### config.mk
export PLATFORM = sky130hd
export DESIGN_NAME = phy_mgmt_ctrl_flat
export DESIGN_NICKNAME = d
export VERILOG_FILES = /design/src/rtl/phy_mgmt_pkg.sv /design/src/rtl/phy_mgmt_if.sv /design/src/rtl/phy_mgmt_timer.sv /design/src/rtl/phy_mgmt_ctrl.sv /design/src/flat_wrapper.sv
export SDC_FILE = /design/constraint.sdc
export NUM_CORES = 1
export LEC_CHECK = 0
export CORE_MARGIN = 1
export CORE_UTILIZATION = 30
export DETAILED_ROUTE_END_ITERATION = 10
export HOLD_SLACK_MARGIN = 0.12
export PLACE_DENSITY = 0.49
export SYNTH_ARGS = -nofsm -noshare
export SYNTH_HDL_FRONTEND = slang
export SYNTH_HIERARCHICAL = 1
export SYNTH_SLANG_ARGS = --single-unit
### constraint.sdc
create_clock -name clk -period 4.4 [get_ports clk]
set_clock_uncertainty 0.1 [all_clocks]
set_input_delay 0.44 -clock clk [delete_from_list [all_inputs] [get_ports clk]]
set_output_delay 0.44 -clock clk [all_outputs]
set_load 0.01 [all_outputs]
### src/rtl/phy_mgmt_pkg.sv
`default_nettype none
// ============================================================================
// phy_mgmt_pkg : shared states, PHY register map and helpers for phy_mgmt_ctrl
// Rev 1.0
// ============================================================================
package phy_mgmt_pkg;

  typedef enum logic [3:0] {
    ST_PWR_WAIT  = 4'd0,
    ST_WR_RST    = 4'd1,
    ST_RD_BMCR   = 4'd2,
    ST_CHK_RST   = 4'd3,
    ST_WR_CFG    = 4'd4,
    ST_POLL_WAIT = 4'd5,
    ST_RD_BMSR   = 4'd6,
    ST_HOST      = 4'd7,
    ST_ERR       = 4'd8
  } state_e;

  localparam logic [4:0]  REG_BMCR      = 5'd0;
  localparam logic [4:0]  REG_BMSR      = 5'd1;
  localparam int          BMCR_RST      = 15;
  localparam int          BMSR_LINK     = 2;
  localparam int          BMSR_AN_DONE  = 5;
  localparam logic [15:0] BMCR_SOFT_RST = 16'h8000;

  function automatic int unsigned max_u(input int unsigned a, input int unsigned b);
    return (a > b) ? a : b;
  endfunction

endpackage
`default_nettype wire

### src/rtl/phy_mgmt_if.sv
`default_nettype none
// ============================================================================
// phy_mgmt_if : command/response bus between phy_mgmt_ctrl and the SMI engine
// Rev 1.0
// ============================================================================
interface phy_mgmt_if;
  logic        smi_oper_en;
  logic        smi_mode;
  logic [4:0]  smi_addr;
  logic [15:0] smi_wr_data;
  logic [15:0] smi_rd_data;
  logic        smi_rd_vld;

  modport master (
    output smi_oper_en, smi_mode, smi_addr, smi_wr_data,
    input  smi_rd_data, smi_rd_vld
  );

  modport slave (
    input  smi_oper_en, smi_mode, smi_addr, smi_wr_data,
    output smi_rd_data, smi_rd_vld
  );
endinterface
`default_nettype wire

### src/rtl/phy_mgmt_timer.sv
`default_nettype none
// ============================================================================
// phy_mgmt_timer : loadable saturating down-counter; done while the count is 0
// Rev 1.0
// ============================================================================
module phy_mgmt_timer #(
  parameter int unsigned WIDTH   = 16,
  parameter int unsigned RST_VAL = 0
) (
  input  wire             clk,
  input  wire             rst,
  input  wire             load,
  input  wire [WIDTH-1:0] load_val,
  output logic            done
);

  logic [WIDTH-1:0] cnt_q;
  logic [WIDTH-1:0] cnt_d;

  always_comb begin
    cnt_d = cnt_q;
    if (load) begin
      cnt_d = load_val;
    end else if (cnt_q != '0) begin
      cnt_d = cnt_q - 1'b1;
    end
  end

  always_ff @(posedge clk) begin
    if (rst) begin
      cnt_q <= WIDTH'(RST_VAL);
    end else begin
      cnt_q <= cnt_d;
    end
  end

  assign done = (cnt_q == '0);

endmodule
`default_nettype wire

### src/rtl/phy_mgmt_ctrl.sv
`default_nettype none
// ============================================================================
// phy_mgmt_ctrl : PHY bring-up (soft reset, reset poll, config) and BMSR poller.
// Macro PHY_MGMT_HOST_ACCESS_EN adds a host register-access port.  Rev 1.0
// ============================================================================
module phy_mgmt_ctrl
  import phy_mgmt_pkg::*;
#(
  parameter int unsigned PWR_UP_DELAY  = 10000,
  parameter int unsigned TXN_GAP       = 1750,
  parameter int unsigned RD_TIMEOUT    = 4096,
  parameter int unsigned RST_POLL_MAX  = 16,
  parameter logic [15:0] BMCR_CFG      = 16'h1200,
  parameter int unsigned POLL_INTERVAL = 1000000
) (
  input  wire         clk,
  input  wire         rst,
  input  wire         init_req,
  phy_mgmt_if.master  smi,
  output logic        init_done,
  output logic        init_err,
  output logic        link_up,
  output logic        an_done,
  output logic [15:0] bmsr
`ifdef PHY_MGMT_HOST_ACCESS_EN
  ,
  input  wire         host_req,
  input  wire         host_wr,
  input  wire  [4:0]  host_addr,
  input  wire  [15:0] host_wdata,
  output logic        host_ack,
  output logic [15:0] host_rdata
`endif
);

  localparam int unsigned CNT_MAX  = max_u(max_u(PWR_UP_DELAY, TXN_GAP),
                                           max_u(RD_TIMEOUT, POLL_INTERVAL));
  localparam int unsigned CNT_W    = $clog2(CNT_MAX + 1);
  localparam int unsigned RD_CNT_W = $clog2(RST_POLL_MAX + 1);

  typedef logic [CNT_W-1:0] cnt_t;

  // Timer loads are "cycles - 1"; the power-up load is one longer so the first
  // pulse lands PWR_UP_DELAY+1 cycles after reset release.
  localparam cnt_t LD_PWR  = cnt_t'(PWR_UP_DELAY);
  localparam cnt_t LD_GAP  = cnt_t'(TXN_GAP - 1);
  localparam cnt_t LD_TO   = cnt_t'(RD_TIMEOUT - 1);
  localparam cnt_t LD_POLL = cnt_t'(POLL_INTERVAL - 1);
  localparam logic [RD_CNT_W-1:0] READS_MAX = RD_CNT_W'(RST_POLL_MAX);

  state_e              state_q, state_d;
  logic                rd_gap_q, rd_gap_d;
  logic [RD_CNT_W-1:0] reads_q, reads_d;
  logic                rst_seen_q, rst_seen_d;
  logic                oper_en_q, oper_en_d;
  logic                mode_q, mode_d;
  logic [4:0]          addr_q, addr_d;
  logic [15:0]         wr_data_q, wr_data_d;
  logic                init_done_q, init_done_d;
  logic                init_err_q, init_err_d;
  logic                link_up_q, link_up_d;
  logic                an_done_q, an_done_d;
  logic [15:0]         bmsr_q, bmsr_d;

  logic                issue, issue_wr;
  logic [4:0]          issue_addr;
  logic [15:0]         issue_data;
  logic                tmr_load, tmr_done;
  cnt_t                tmr_val;

`ifdef PHY_MGMT_HOST_ACCESS_EN
  logic        host_pend_q, host_pend_d;
  logic        host_wr_q, host_wr_d;
  logic [4:0]  host_addr_q, host_addr_d;
  logic [15:0] host_wdata_q, host_wdata_d;
  logic        host_ack_q, host_ack_d;
  logic [15:0] host_rdata_q, host_rdata_d;
`endif

  phy_mgmt_timer #(
    .WIDTH   (CNT_W),
    .RST_VAL (PWR_UP_DELAY)
  ) u_timer (
    .clk      (clk),
    .rst      (rst),
    .load     (tmr_load),
    .load_val (tmr_val),
    .done     (tmr_done)
  );

  always_comb begin
    state_d     = state_q;
    rd_gap_d    = rd_gap_q;
    reads_d     = reads_q;
    rst_seen_d  = rst_seen_q;
    oper_en_d   = 1'b0;
    mode_d      = mode_q;
    addr_d      = addr_q;
    wr_data_d   = wr_data_q;
    init_done_d = init_done_q;
    init_err_d  = init_err_q;
    link_up_d   = link_up_q;
    an_done_d   = an_done_q;
    bmsr_d      = bmsr_q;
    issue       = 1'b0;
    issue_wr    = 1'b0;
    issue_addr  = REG_BMCR;
    issue_data  = '0;
    tmr_load    = 1'b0;
    tmr_val     = '0;
`ifdef PHY_MGMT_HOST_ACCESS_EN
    host_pend_d  = host_pend_q;
    host_wr_d    = host_wr_q;
    host_addr_d  = host_addr_q;
    host_wdata_d = host_wdata_q;
    host_ack_d   = 1'b0;
    host_rdata_d = host_rdata_q;
`endif

    if (init_req && (state_q == ST_POLL_WAIT || state_q == ST_ERR)) begin
      init_done_d = 1'b0;
      init_err_d  = 1'b0;
      link_up_d   = 1'b0;
      an_done_d   = 1'b0;
      state_d     = ST_PWR_WAIT;
      tmr_load    = 1'b1;
      tmr_val     = LD_PWR;
    end else begin
      case (state_q)
        ST_PWR_WAIT: begin
          if (tmr_done) begin
            issue      = 1'b1;
            issue_wr   = 1'b1;
            issue_data = BMCR_SOFT_RST;
            reads_d    = '0;
            state_d    = ST_WR_RST;
          end
        end
        ST_WR_RST: begin
          if (tmr_done) begin
            issue   = 1'b1;
            reads_d = reads_q + 1'b1;
            state_d = ST_RD_BMCR;
          end
        end
        ST_RD_BMCR: begin
          if (smi.smi_rd_vld) begin
            if (smi.smi_rd_data[BMCR_RST] && reads_q == READS_MAX) begin
              init_err_d = 1'b1;
              state_d    = ST_ERR;
            end else begin
              rst_seen_d = smi.smi_rd_data[BMCR_RST];
              tmr_load   = 1'b1;
              tmr_val    = LD_GAP;
              state_d    = ST_CHK_RST;
            end
          end else if (tmr_done) begin
            init_err_d = 1'b1;
            state_d    = ST_ERR;
          end
        end
        ST_CHK_RST: begin
          if (tmr_done) begin
            issue = 1'b1;
            if (rst_seen_q) begin
              reads_d = reads_q + 1'b1;
              state_d = ST_RD_BMCR;
            end else begin
              issue_wr   = 1'b1;
              issue_data = BMCR_CFG;
              state_d    = ST_WR_CFG;
            end
          end
        end
        ST_WR_CFG: begin
          if (tmr_done) begin
            init_done_d = 1'b1;
            tmr_load    = 1'b1;
            tmr_val     = LD_POLL;
            state_d     = ST_POLL_WAIT;
          end
        end
        ST_POLL_WAIT: begin
`ifdef PHY_MGMT_HOST_ACCESS_EN
          if (host_pend_q) begin
            issue       = 1'b1;
            issue_wr    = host_wr_q;
            issue_addr  = host_addr_q;
            issue_data  = host_wdata_q;
            host_pend_d = 1'b0;
            rd_gap_d    = host_wr_q;
            state_d     = ST_HOST;
          end else
`endif
          if (tmr_done) begin
            issue      = 1'b1;
            issue_addr = REG_BMSR;
            rd_gap_d   = 1'b0;
            state_d    = ST_RD_BMSR;
          end
        end
        ST_RD_BMSR: begin
          if (!rd_gap_q) begin
            if (smi.smi_rd_vld) begin
              bmsr_d    = smi.smi_rd_data;
              link_up_d = smi.smi_rd_data[BMSR_LINK];
              an_done_d = smi.smi_rd_data[BMSR_AN_DONE];
              rd_gap_d  = 1'b1;
              tmr_load  = 1'b1;
              tmr_val   = LD_GAP;
            end else if (tmr_done) begin
              link_up_d = 1'b0;
              an_done_d = 1'b0;
              tmr_load  = 1'b1;
              tmr_val   = LD_POLL;
              state_d   = ST_POLL_WAIT;
            end
          end else if (tmr_done) begin
            tmr_load = 1'b1;
            tmr_val  = LD_POLL;
            state_d  = ST_POLL_WAIT;
          end
        end
`ifdef PHY_MGMT_HOST_ACCESS_EN
        ST_HOST: begin
          // smi_mode_q still holds the direction of the host transaction.
          if (!rd_gap_q) begin
            if (smi.smi_rd_vld) begin
              host_ack_d   = 1'b1;
              host_rdata_d = smi.smi_rd_data;
              rd_gap_d     = 1'b1;
              tmr_load     = 1'b1;
              tmr_val      = LD_GAP;
            end else if (tmr_done) begin
              host_ack_d   = 1'b1;
              host_rdata_d = 16'hFFFF;
              tmr_load     = 1'b1;
              tmr_val      = LD_POLL;
              state_d      = ST_POLL_WAIT;
            end
          end else if (tmr_done) begin
            host_ack_d = mode_q;
            tmr_load   = 1'b1;
            tmr_val    = LD_POLL;
            state_d    = ST_POLL_WAIT;
          end
        end
`endif
        ST_ERR: begin
          init_err_d = 1'b1;
        end
        default: begin
          init_err_d = 1'b1;
          state_d    = ST_ERR;
        end
      endcase
    end

    if (issue) begin
      oper_en_d = 1'b1;
      mode_d    = issue_wr;
      addr_d    = issue_addr;
      if (issue_wr) begin
        wr_data_d = issue_data;
      end
      tmr_load = 1'b1;
      tmr_val  = issue_wr ? LD_GAP : LD_TO;
    end

`ifdef PHY_MGMT_HOST_ACCESS_EN
    if (host_req && !host_pend_q) begin
      host_pend_d  = 1'b1;
      host_wr_d    = host_wr;
      host_addr_d  = host_addr;
      host_wdata_d = host_wdata;
    end
`endif
  end

  always_ff @(posedge clk) begin
    if (rst) begin
      state_q     <= ST_PWR_WAIT;
      rd_gap_q    <= 1'b0;
      reads_q     <= '0;
      rst_seen_q  <= 1'b0;
      oper_en_q   <= 1'b0;
      mode_q      <= 1'b0;
      addr_q      <= '0;
      wr_data_q   <= '0;
      init_done_q <= 1'b0;
      init_err_q  <= 1'b0;
      link_up_q   <= 1'b0;
      an_done_q   <= 1'b0;
      bmsr_q      <= '0;
`ifdef PHY_MGMT_HOST_ACCESS_EN
      host_pend_q  <= 1'b0;
      host_wr_q    <= 1'b0;
      host_addr_q  <= '0;
      host_wdata_q <= '0;
      host_ack_q   <= 1'b0;
      host_rdata_q <= '0;
`endif
    end else begin
      state_q     <= state_d;
      rd_gap_q    <= rd_gap_d;
      reads_q     <= reads_d;
      rst_seen_q  <= rst_seen_d;
      oper_en_q   <= oper_en_d;
      mode_q      <= mode_d;
      addr_q      <= addr_d;
      wr_data_q   <= wr_data_d;
      init_done_q <= init_done_d;
      init_err_q  <= init_err_d;
      link_up_q   <= link_up_d;
      an_done_q   <= an_done_d;
      bmsr_q      <= bmsr_d;
`ifdef PHY_MGMT_HOST_ACCESS_EN
      host_pend_q  <= host_pend_d;
      host_wr_q    <= host_wr_d;
      host_addr_q  <= host_addr_d;
      host_wdata_q <= host_wdata_d;
      host_ack_q   <= host_ack_d;
      host_rdata_q <= host_rdata_d;
`endif
    end
  end

  assign smi.smi_oper_en = oper_en_q;
  assign smi.smi_mode    = mode_q;
  assign smi.smi_addr    = addr_q;
  assign smi.smi_wr_data = wr_data_q;
  assign init_done       = init_done_q;
  assign init_err        = init_err_q;
  assign link_up         = link_up_q;
  assign an_done         = an_done_q;
  assign bmsr            = bmsr_q;
`ifdef PHY_MGMT_HOST_ACCESS_EN
  assign host_ack        = host_ack_q;
  assign host_rdata      = host_rdata_q;
`endif

endmodule
`default_nettype wire

### src/flat_wrapper.sv
// flat-port wrapper written by rule: the top's interface ports become plain ports
module phy_mgmt_ctrl_flat import phy_mgmt_pkg::*;
#(
  parameter int unsigned PWR_UP_DELAY  = 10000,
  parameter int unsigned TXN_GAP       = 1750,
  parameter int unsigned RD_TIMEOUT    = 4096,
  parameter int unsigned RST_POLL_MAX  = 16,
  parameter logic [15:0] BMCR_CFG      = 16'h1200,
  parameter int unsigned POLL_INTERVAL = 1000000
)
  (clk, rst, init_req, init_done, init_err, link_up, an_done, bmsr, smi_smi_oper_en, smi_smi_mode, smi_smi_addr, smi_smi_wr_data, smi_smi_rd_data, smi_smi_rd_vld);
  phy_mgmt_if smi_i ();
  input  wire clk;
  input  wire rst;
  input  wire init_req;
  output logic init_done;
  output logic init_err;
  output logic link_up;
  output logic an_done;
  output logic [15:0] bmsr;
  output wire logic [$bits(smi_i.smi_oper_en)-1:0] smi_smi_oper_en;
  output wire logic [$bits(smi_i.smi_mode)-1:0] smi_smi_mode;
  output wire logic [$bits(smi_i.smi_addr)-1:0] smi_smi_addr;
  output wire logic [$bits(smi_i.smi_wr_data)-1:0] smi_smi_wr_data;
  input wire logic [$bits(smi_i.smi_rd_data)-1:0] smi_smi_rd_data;
  input wire logic [$bits(smi_i.smi_rd_vld)-1:0] smi_smi_rd_vld;
  assign smi_smi_oper_en = smi_i.smi_oper_en;
  assign smi_smi_mode = smi_i.smi_mode;
  assign smi_smi_addr = smi_i.smi_addr;
  assign smi_smi_wr_data = smi_i.smi_wr_data;
  assign smi_i.smi_rd_data = smi_smi_rd_data;
  assign smi_i.smi_rd_vld = smi_smi_rd_vld;
  phy_mgmt_ctrl #(.PWR_UP_DELAY(PWR_UP_DELAY), .TXN_GAP(TXN_GAP), .RD_TIMEOUT(RD_TIMEOUT), .RST_POLL_MAX(RST_POLL_MAX), .BMCR_CFG(BMCR_CFG), .POLL_INTERVAL(POLL_INTERVAL)) u_core (.clk(clk), .rst(rst), .init_req(init_req), .smi(smi_i), .init_done(init_done), .init_err(init_err), .link_up(link_up), .an_done(an_done), .bmsr(bmsr));
endmodule
Word-level counts from Yosys, hierarchy flattened
Cells that the tools add are included.
{"block": "word_totals", "reg_bits": 74, "inputBits": 20, "elab_cells": 120, "out_inout_bits": 43}
{"block": "classes", "eq_ne": 16, "n_reduce_logical": 22, "muxes": 61, "n_addsub": 2, "n_bitwise": 5}
{"operator": "two-way mux 20 bit", "n": 8}
{"operator": "one-hot mux 20 bit (3 select lines)", "n": 1}
{"operator": "two-way mux 16 bit", "n": 3}
{"operator": "two-way mux 4 bit", "n": 10}
{"operator": "one-hot mux 16 bit (2 select lines)", "n": 1}
{"operator": "one-hot mux 4 bit (8 select lines)", "n": 1}
{"operator": "two-way mux 5 bit", "n": 6}
{"operator": "two-way mux 1 bit", "n": 22}
{"operator": "zero test 20 bit", "n": 1}
{"operator": "nonzero test 20 bit", "n": 1}
{"operator": "subtractor 20 x 1 -> 20 bit, second input constant", "n": 1}
{"operator": "one-hot mux 5 bit (3 select lines)", "n": 1}
{"operator": "two-way mux 13 bit", "n": 1}
{"operator": "equality test 4 x 3 -> 1 bit, second input constant", "n": 3}
{"operator": "two-way mux 12 bit", "n": 1}
{"operator": "two-way mux 11 bit", "n": 1}
{"operator": "!= test 2 x 1 -> 1 bit, second input constant", "n": 5}
{"operator": "!= test 3 x 2 -> 1 bit, second input constant", "n": 3}
{"operator": "AND reduction 3 bit", "n": 3}
{"operator": "equality test 4 x 2 -> 1 bit, second input constant", "n": 2}
{"operator": "AND reduction 4 bit", "n": 2}
{"operator": "AND reduction 7 bit", "n": 1}
{"operator": "one-hot mux 1 bit (2 select lines)", "n": 3}
{"operator": "AND reduction 6 bit", "n": 1}
{"operator": "16 further kinds", "n": 24}

Depth between registers and ports, before layout
Gate-level depths: netlist of run 1.
{"block": "depth", "word_depth": 8, "depth_mapped": 12, "depth_no_buf": 11}

Hierarchy
The synthesis of run 1 kept the hierarchy.
{"module": "phy_mgmt_ctrl", "area_each_um2": 1891.8, "seq_area_each_um2": 720.7, "cells_per_inst": 240, "instances": 1}
{"module": "phy_mgmt_timer", "area_each_um2": 1298.7, "seq_area_each_um2": 400.4, "cells_per_inst": 153, "instances": 1}

Least setup slack after synthesis of run 1
OpenSTA, ideal clock, no wires.
{"block": "synth_timing", "path_type": "reg-to-reg", "startpoint": "register u_core.u_timer.cnt_q[0]", "endpoint": "register u_core.u_timer.cnt_q[17]", "t_arrival_ps": 2938, "required_time_ps": 4228, "path_slack_ps": 1290, "stages_incl_launch_ff": 13, "period_less_slack_ps": 3110, "n_path_buf": 3, "setup_ps": 72, "path_cell_list": "dfxtp_1 inv_1 ha_1 or3b_2 nor3_1 clkbuf_1 o21ai_0 nand3_1 clkbuf_1 clkbuf_1 nand3b_1 o31ai_1 a2bb2oi_1"}
{"block": "synth_between", "elab_chain_cells": 8, "word_cells_on_any_way": 20, "cone_classes": "1 x add/sub; 16 x mux; 3 x reduce/logical"}
{"element": "from (decl)", "line_no": "phy_mgmt_timer.sv:17", "source": "logic [WIDTH-1:0] cnt_q;"}
{"element": "from (signal assigned)", "line_no": "phy_mgmt_timer.sv:31", "source": "cnt_q <= WIDTH'(RST_VAL);"}
{"element": "from (signal assigned)", "line_no": "phy_mgmt_timer.sv:33", "source": "cnt_q <= cnt_d;"}
{"element": "zero test 20 bit *", "line_no": "phy_mgmt_timer.sv:37", "source": "assign done = (cnt_q == '0);"}
{"element": "named net u_core.tmr_done", "line_no": "phy_mgmt_ctrl.sv:68", "source": "logic tmr_load, tmr_done;"}
{"element": "two-way mux 1 bit *"}
{"element": "two-way mux 1 bit", "line_no": "phy_mgmt_ctrl.sv:204", "source": "if (smi.smi_rd_vld) begin"}
{"element": "two-way mux 1 bit", "line_no": "phy_mgmt_ctrl.sv:203", "source": "if (!rd_gap_q) begin"}
{"element": "one-hot mux 1 bit (3 select lines)", "line_no": "phy_mgmt_ctrl.sv:129", "source": "case (state_q)"}
{"element": "two-way mux 1 bit", "line_no": "phy_mgmt_ctrl.sv:120", "source": "if (init_req && (state_q == ST_POLL_WAIT || state_q == ST_ERR)) begin"}
{"element": "two-way mux 1 bit *", "line_no": "phy_mgmt_ctrl.sv:259", "source": "if (issue) begin"}
{"element": "named net u_core.tmr_load", "line_no": "phy_mgmt_ctrl.sv:68"}
{"element": "two-way mux 20 bit / nonzero test 2 bit (equally long branches)"}
The timed path passes the listed nets; every way through them passes the cells marked *. The select of a mux whose other input is x is not followed.
A chain may end at the register's enable or synchronous reset.

Final worst setup path of run 1
{"block": "layout_timing", "startpoint": "register u_core.u_timer.cnt_q[4]", "endpoint": "register u_core.u_timer.cnt_q[14]"}
Same word-level chain as after synthesis.

==> results of run 1 <==
how the worst max path moves through the flow:
stage | start | end | slack (ns) | depth (start not counted)
after floorplan | u_core/u_timer/cnt_q[0] | u_core/u_timer/cnt_q[17] | 1.29 | 12
after global placement | u_core/u_timer/cnt_q[4] | u_core/u_timer/cnt_q[11] | 1.50 | 11
after detailed placement | u_core/u_timer/cnt_q[4] | u_core/u_timer/cnt_q[15] | 1.44 | 11
after CTS | u_core/u_timer/cnt_q[4] | u_core/u_timer/cnt_q[14] | 1.42 | 11
after global routing | u_core/u_timer/cnt_q[4] | u_core/u_timer/cnt_q[6] | 1.07 | 10
final | u_core/u_timer/cnt_q[4] | u_core/u_timer/cnt_q[14] | 1.40 | 11
final cells by class:
class / count / area (um2)
repair buffers: 47 / 460
multi-input cells: 296 / 1830
well taps: 136 / 170
fillers: 1085 / 6550
clock inverters: 1 / 30.0
inverters: 17 / 63.8
flip-flops and latches: 56 / 1120
clock buffers: 7 / 96.3
metrics by stage:
| step | hold WS, ns | util (%) |
|---|---|---|
| 6_report | 0.358 | 36.6 |
| 5_1_grt | 0.383 | 36.6 |
| 4_1_cts | 0.362 | 36.6 |
| 3_5_place_dp | 0.349 | 35.3 |
| 3_3_place_gp | 0.344 | 35.3 |
| 2_1_floorplan | 0.353 | - |
routing by layer:
layer | wire [um] | track usage, % | share of wire [%]
met5 | 0 | 0 | 0
met4 | 61 | 3.92 | 0.74
met3 | 416 | 3.81 | 5.1
met2 | 3710 | 24.6 | 45
met1 | 4040 | 21.1 | 49
kinds of logic after synthesis:
kind of cell / count (synthesis)
fa+ha+maj: 4
simple gates: 153
other cells: 1
compound gates: 113
flops: 56
xor+xnor: 6
mux: 1
buf+inv: 59
worst register-to-register path: stages (launching register included):
cell	delay, ns
dfxtp_1	0.38
nor4_4	0.56
nand4b_2	0.23
nor3_1	0.21
buf_4	0.25
o21a_1	0.17
o21bai_1	0.11
nand3_1	0.13
buf_4	0.30
nor2_1	0.15
o21ai_2	0.17
o22ai_1	0.10
power by group:
group	leakage [uW]	total, uW	internal (uW)	switching, uW
sequential	0.000453	532	517	15.4
combinational	0.000761	104	44.7	58.9
clock	0.0000645	381	201	180
sequential cells by signal, indices dropped and copies added, names as in the netlist:
signal / flops
u_core/bmsr: 16
u_core/init_err: 1
u_core/smi.smi_oper_en: 1
u_core/init_done: 1
u_core/link_up: 1
u_core/an_done: 1
u_core/smi.smi_addr: 1
u_core/smi.smi_mode: 1
u_core/reads_q: 5
u_core/rd_gap_q: 1
u_core/u_timer/cnt_q: 20
u_core/smi.smi_wr_data: 2
u_core/state_q: 4
u_core/rst_seen_q: 1
placed cells by master (no fill, tap or decap), drive strengths merged, types with 3 or more instances in the layout:
cell type / n
nor2b: 3
or3: 6
a31oi: 3
xor2: 3
a311oi: 4
a211oi: 6
xnor2: 3
clkbuf: 7
nor3b: 8
or4: 6
nor3: 17
ha: 4
o21bai: 3
nand4: 3
conb: 19
buf: 3
nor4: 8
o31ai: 6
o22ai: 4
nor2: 14
nand3: 10
dfxtp: 56
o211ai: 4
a21o: 3
and3b: 4
a21oi: 36
a2111oi: 3
clkdlybuf4s50: 44
a21boi: 5
nand2b: 4
inv: 17
nand2: 53
o21ai: 16
==> results.md, run 1 <==
* Status: complete, no violations
* Post-Layout Cell Count at 560
* Post-CTS Setup Inserts at 0
* Post-synthesis mux area share at 0.314%
* CP bufs+invs at 2
* Die width at 105 um
* Post-Synthesis Cells at 393
* Hold-fix buffers, CTS at 0
* #FFs+latches synth at 56
* Max-Cap Viols at 0
* Max FO, Critical Path at 30
* Via-to-Cell Ratio at 5.15
* Initial Util at 30.9%
* CP arrival at 3.08 ns
* Worst r2r src: u_core/u_timer/cnt_q[4]
* Crit Path Category: register to register
* Clock root cell: clkbuf_8
* Top Family by Delay on Critical Path: simple AND/OR/NAND/NOR gates
* Max Fclk at ~330 MHz
* Placement Setup Slack at 1.44 ns
* CTS tree: built
* Hpwl dp at about 5600 um
* CP endpoint kind: register
* Mapped Area at 0.00319 mm2
* Antenna Nets Post-Route at 0
* Core area at between 0.01 and 0.015 mm2
* Largest net degree at the start of global routing at 58
* Largest family of logic cells by synthesized area: simple AND/OR/NAND/NOR gates
* RSZ-0062 raised after global routing: false
* Vias in the first global route at 2691
* Critical-path top delay cell: nor4_4
* Setup TNS at 0 ns
* Top cells by area in the synthesized netlist: dfxtp_1 35%, nand2_1 6.2%, a21oi_1 5.6%
* Drt wl/cell at between 10 and 15 um
* Global placement routability congestion at 0.778
* Die area at 0.0111 mm2
* Vias post-DR at 2884
* # DRC at 0
* N_diodes at 0
* HP Start: u_core/bmsr[1]
* Final Slew Violations at 0
* Slowest cell delay on critical path at 0.56 ns
* IO Pins at 63
* Share of flip-flops with an asynchronous set or reset at 0%
* WP data required at ~4.5 ns
* Measured slew at the worst slew-check pin at 1.03 ns
* Iteration-0 DRC Markers at 218
* First-pass GRT wire length at approximately 14000 um
* Die height at 105 um
* Top-count cell post-synth: dfxtp_1
* CTS Buf Count at 5
* Max_slew headroom at roughly a third
* Row count at 37
* Total power draw at 1020 uW
* Yosys warns at 6
* Post-synth top area share at 35.1%
* Routed Wire Length at roughly 8200 um
* WHS Path Cells at 2
* Complex-gate fraction of the synthesized area at approximately a quarter
* HP Class: register to register
* # clock sinks at 56
* FF-to-FF setup slack at approximately 1.4 ns
* Synth Area in Simple Gates at 27.9%
* Seq/Total Area, Yosys at a little over a third
* CP Launch Type: register
* Nets at 447
* Leak pwr at 0.00128 uW
* CTS H-Tree Depth at 2
* Power per cell area at between 200 and 300 mW/mm2
* Drt pass-1 iters at 4
* Antenna violations before repair at 0
* PortBufs at 45
* Largest area contributor in the netlist: dfxtp_1
* Clock-pin slew on the worst setup and hold paths at between 0.1 and 0.15 ns
* Grt ovf at 0
* Design area at 0.00377 mm2
* R2R depth at 11
* Crit path top cell by count: buf_4
* Peak supply drop at 0.121 mV
* Area growth syn-to-layout at 18.3%
* RR Endpoint: u_core/u_timer/cnt_q[14]
* Post-synthesis xor/xnor area fraction at 1.65%
* Average size of a mapped cell at 8.12 um2
* Critical-path cell list: nor4_4 > nand4b_2 > nor3_1 > buf_4 > o21a_1 > o21bai_1 > nand3_1 > buf_4 > nor2_1 > o21ai_2 > o22ai_1
* Fin. Hold Viols at 0
* Post-Synth Adder-Cell Area at 1.57%
* Final Critical Period at roughly 3 ns
* Post-cts sizing count at 0
* GRT Total Usage at around 16%
* Worst skew pair latency at 0.32 ns
* PnR worst setup slack at 1.40 ns
* Post-synth top cells: 56 x dfxtp_1, 53 x nand2_1, 36 x a21oi_1
* Deepest clock path buffer count at 2
* Period utilisation layout at 68.2%
* Layout cell share with drive strength beyond 1 at under 10%
* Cells after DPL at around 550
* Final setup viols at 0
* Distinct cells, synth at 72
* Hold-critical path endpoint: u_core/bmsr[1]
* Post-synth EDFFs at 0
* Top FF cell, synth: dfxtp_1
* Placed Area at 0.00365 mm2
Note: power is estimated with default switching activity, not from simulation.
==> run 2: changes to the inputs <==
==> constraint.sdc (replaced) <==
create_clock -name clk -period 2.9 [get_ports clk]
set_clock_uncertainty 0.1 [all_clocks]
set_input_delay 0.29 -clock clk [delete_from_list [all_inputs] [get_ports clk]]
set_output_delay 0.29 -clock clk [all_outputs]
set_load 0.01 [all_outputs]
==> run 2 against run 1 <==
Effect of this change: utilization rose by 1.5 points; clock power is 22% higher; worst setup slack got worse by 1.2 ns; sequential share of layout area down 1.2 points; routed wire length is essentially flat; critical path type unchanged.
==> results.md, run 2 (same netlist as run 1, synthesis figures left out) <==
* Worst hold slack at 0.362 ns
* # clock sinks at 56
* Deepest clock path buffer count at 2
* FF-to-FF setup slack at 0.20 ns
* PnR worst setup slack at 0.195 ns
* Antenna Nets Post-Route at 0
* Core area at 0.0103 mm2
* Die height at around 110 um
* Worst skew pair latency at 0.32 ns
* Crit Path Category: register to register
* Layout cell share with drive strength beyond 1 at 11.5%
* Via-to-Cell Ratio at a little over 5
* CP arrival at roughly 2.8 ns
* Max-Cap Viols at 0
* CP endpoint kind: register
* Met3 Use GR at under 10%
* IO Pins at 63
* HP Class: register to register
* WP data required at between 3 and 4 ns
* # DRC at 0
* Final Slew Violations at 0
* Number of fillers in the final layout at 1074
* CP Launch Type: register
* Leak pwr at 0.00136 uW
* Max FO, Critical Path at 6
* Grt ovf at 0
* Hpwl dp at just under 6000 um
* Vias post-DR at 2951
* Commonest non-fill, non-tap cell in the layout: dfxtp_1
* PortBufs at 45
* GR Util met2 at about 25%
* Design area at ~0.004 mm2
* Fin. Hold Viols at 0
* Switching share of total power at a little over a quarter
* Largest net degree at the start of global routing at 33
* GRT met1 Usage at 21.0%
* Vias in the first global route at ~2800
* Final setup viols at 0
* Clk pwr share at about a third
* Measured slew at the worst slew-check pin at about 0.59 ns
* N_diodes at 0
* Antenna violations before repair at 0
* Peak supply drop at 0.203 mV
* CTS Buf Count at 5
* Reg power frac at a little under three fifths
* Status: complete, no violations
* Hold-fix buffers, CTS at 0
* Commonest cells after routing, fill and taps aside: 56 x dfxtp_1, 53 x nand2_1, 44 x clkdlybuf4s50_1
* Internal power at 1060 uW
* Placement Setup Slack at around 0.11 ns
* Nets at 467
* Max_slew headroom at 60.6%
* CTS H-Tree Depth at 2
* Clock root cell: clkbuf_8
* Placed Area at 0.00379 mm2
* Final Critical Period at 2.70 ns
* Die width at 105 um
* GRT Total Usage at 15.6%
* Die area at between 0.01 and 0.015 mm2
* CTS tree: built
* Global placement routability congestion at 0.805
* Power per cell area at 369 mW/mm2
* First-pass GRT wire length at 14000 um
* Clock-pin slew on the worst setup and hold paths at 0.10 ns
* Max reg flops at 20
* Drt pass-1 iters at 4
* Busiest grt layer: met2
* Initial Util at around 31%
* Period utilisation layout at 93.3%
* Area growth syn-to-layout at 23.2%
* Row count at 37
* Switching power at 388 uW
* Iteration-0 DRC Markers at between 100 and 150
* Routed Wire Length at 8220 um
* Drt wl/cell at 14.2 um
* Comb pwr share at about an eighth
* Max Fclk at between 300 and 400 MHz
* RSZ-0062 raised after global routing: true
* Largest Register: u_core/u_timer/cnt_q
run 2: cell types whose count changed in the layout (fill, tap and decap cells not counted), sizes merged:
cell,before,now
buf,3,23
clkinvlp,0,2
bufinv,1,0
inv,17,16
run 2: critical path, cell delays in order (launching register included):
cell and delay (ns):
dfxtp_1 0.35, inv_1 0.11, ha_1 0.14, or3b_2 0.49
nor3_4 0.27, o21a_1 0.19, o21bai_1 0.10, nand3_1 0.21
clkinvlp_4 0.19, buf_4 0.18, a311oi_1 0.28
run 2: path summary, 6_finish.rpt:
| kind | start | end | depth (start not counted) |
|---|---|---|---|
| worst min-delay path | u_core/bmsr[6] | u_core/bmsr[6] | 2 |
| worst min register to register | u_core/bmsr[6] | u_core/bmsr[6] | 2 |
| worst max register to register | u_core/u_timer/cnt_q[0] | u_core/u_timer/cnt_q[3] | 10 |
| worst max-delay path | u_core/u_timer/cnt_q[0] | u_core/u_timer/cnt_q[3] | 10 |
run 2: metrics by stage:
stage	cells	power, uW	setup TNS (ns)	utilization [%]
after CTS	578	1470	0	37.6
final	580	1450	0	38.1
after floorplan	411	945	-0.00988	-
after global placement	570	1000	0	36.7
after detailed placement	570	1000	0	36.7
after global routing	580	1520	-0.0252	38.1
run 2: timing repair:
| action | CTS | global route |
|---|---|---|
| resized for setup | 0 | 6 |
| endpoints found under the setup margin | 0 | 16 |
| buffers inserted | 0 | 2 |
run 2: power groups by stage:
| stage | registers [uW] | logic (uW) | clock network [uW] |
|---|---|---|---|
| finish | 808 | 177 | 465 |
| floorplan | 821 | 124 | 0 |
| global placement | 826 | 174 | 0 |
| global route | 811 | 197 | 510 |
| detailed placement | 825 | 175 | 0 |
| CTS | 808 | 176 | 486 |
run 2: routing by layer:
layer  share of wire, %  vias up  routed length, um
met3                4.7        5                383
li1                   -     1505                  -
met5                  0        -                  0
met2                 44       73               3650
met4                1.1        0                 87
met1                 50     1368               4100
run 2: cell type report:
class                      instances  area (um2)  area share, %
inverter                          17        67.6           1.72
tap                              136         170           4.33
timing repair buffer              67         618           15.7
sequential                        56        1120           28.5
clock buffer                       7        86.3           2.20
clock inverter                     1        7.51          0.191
multi-input combinational        296        1860           47.3
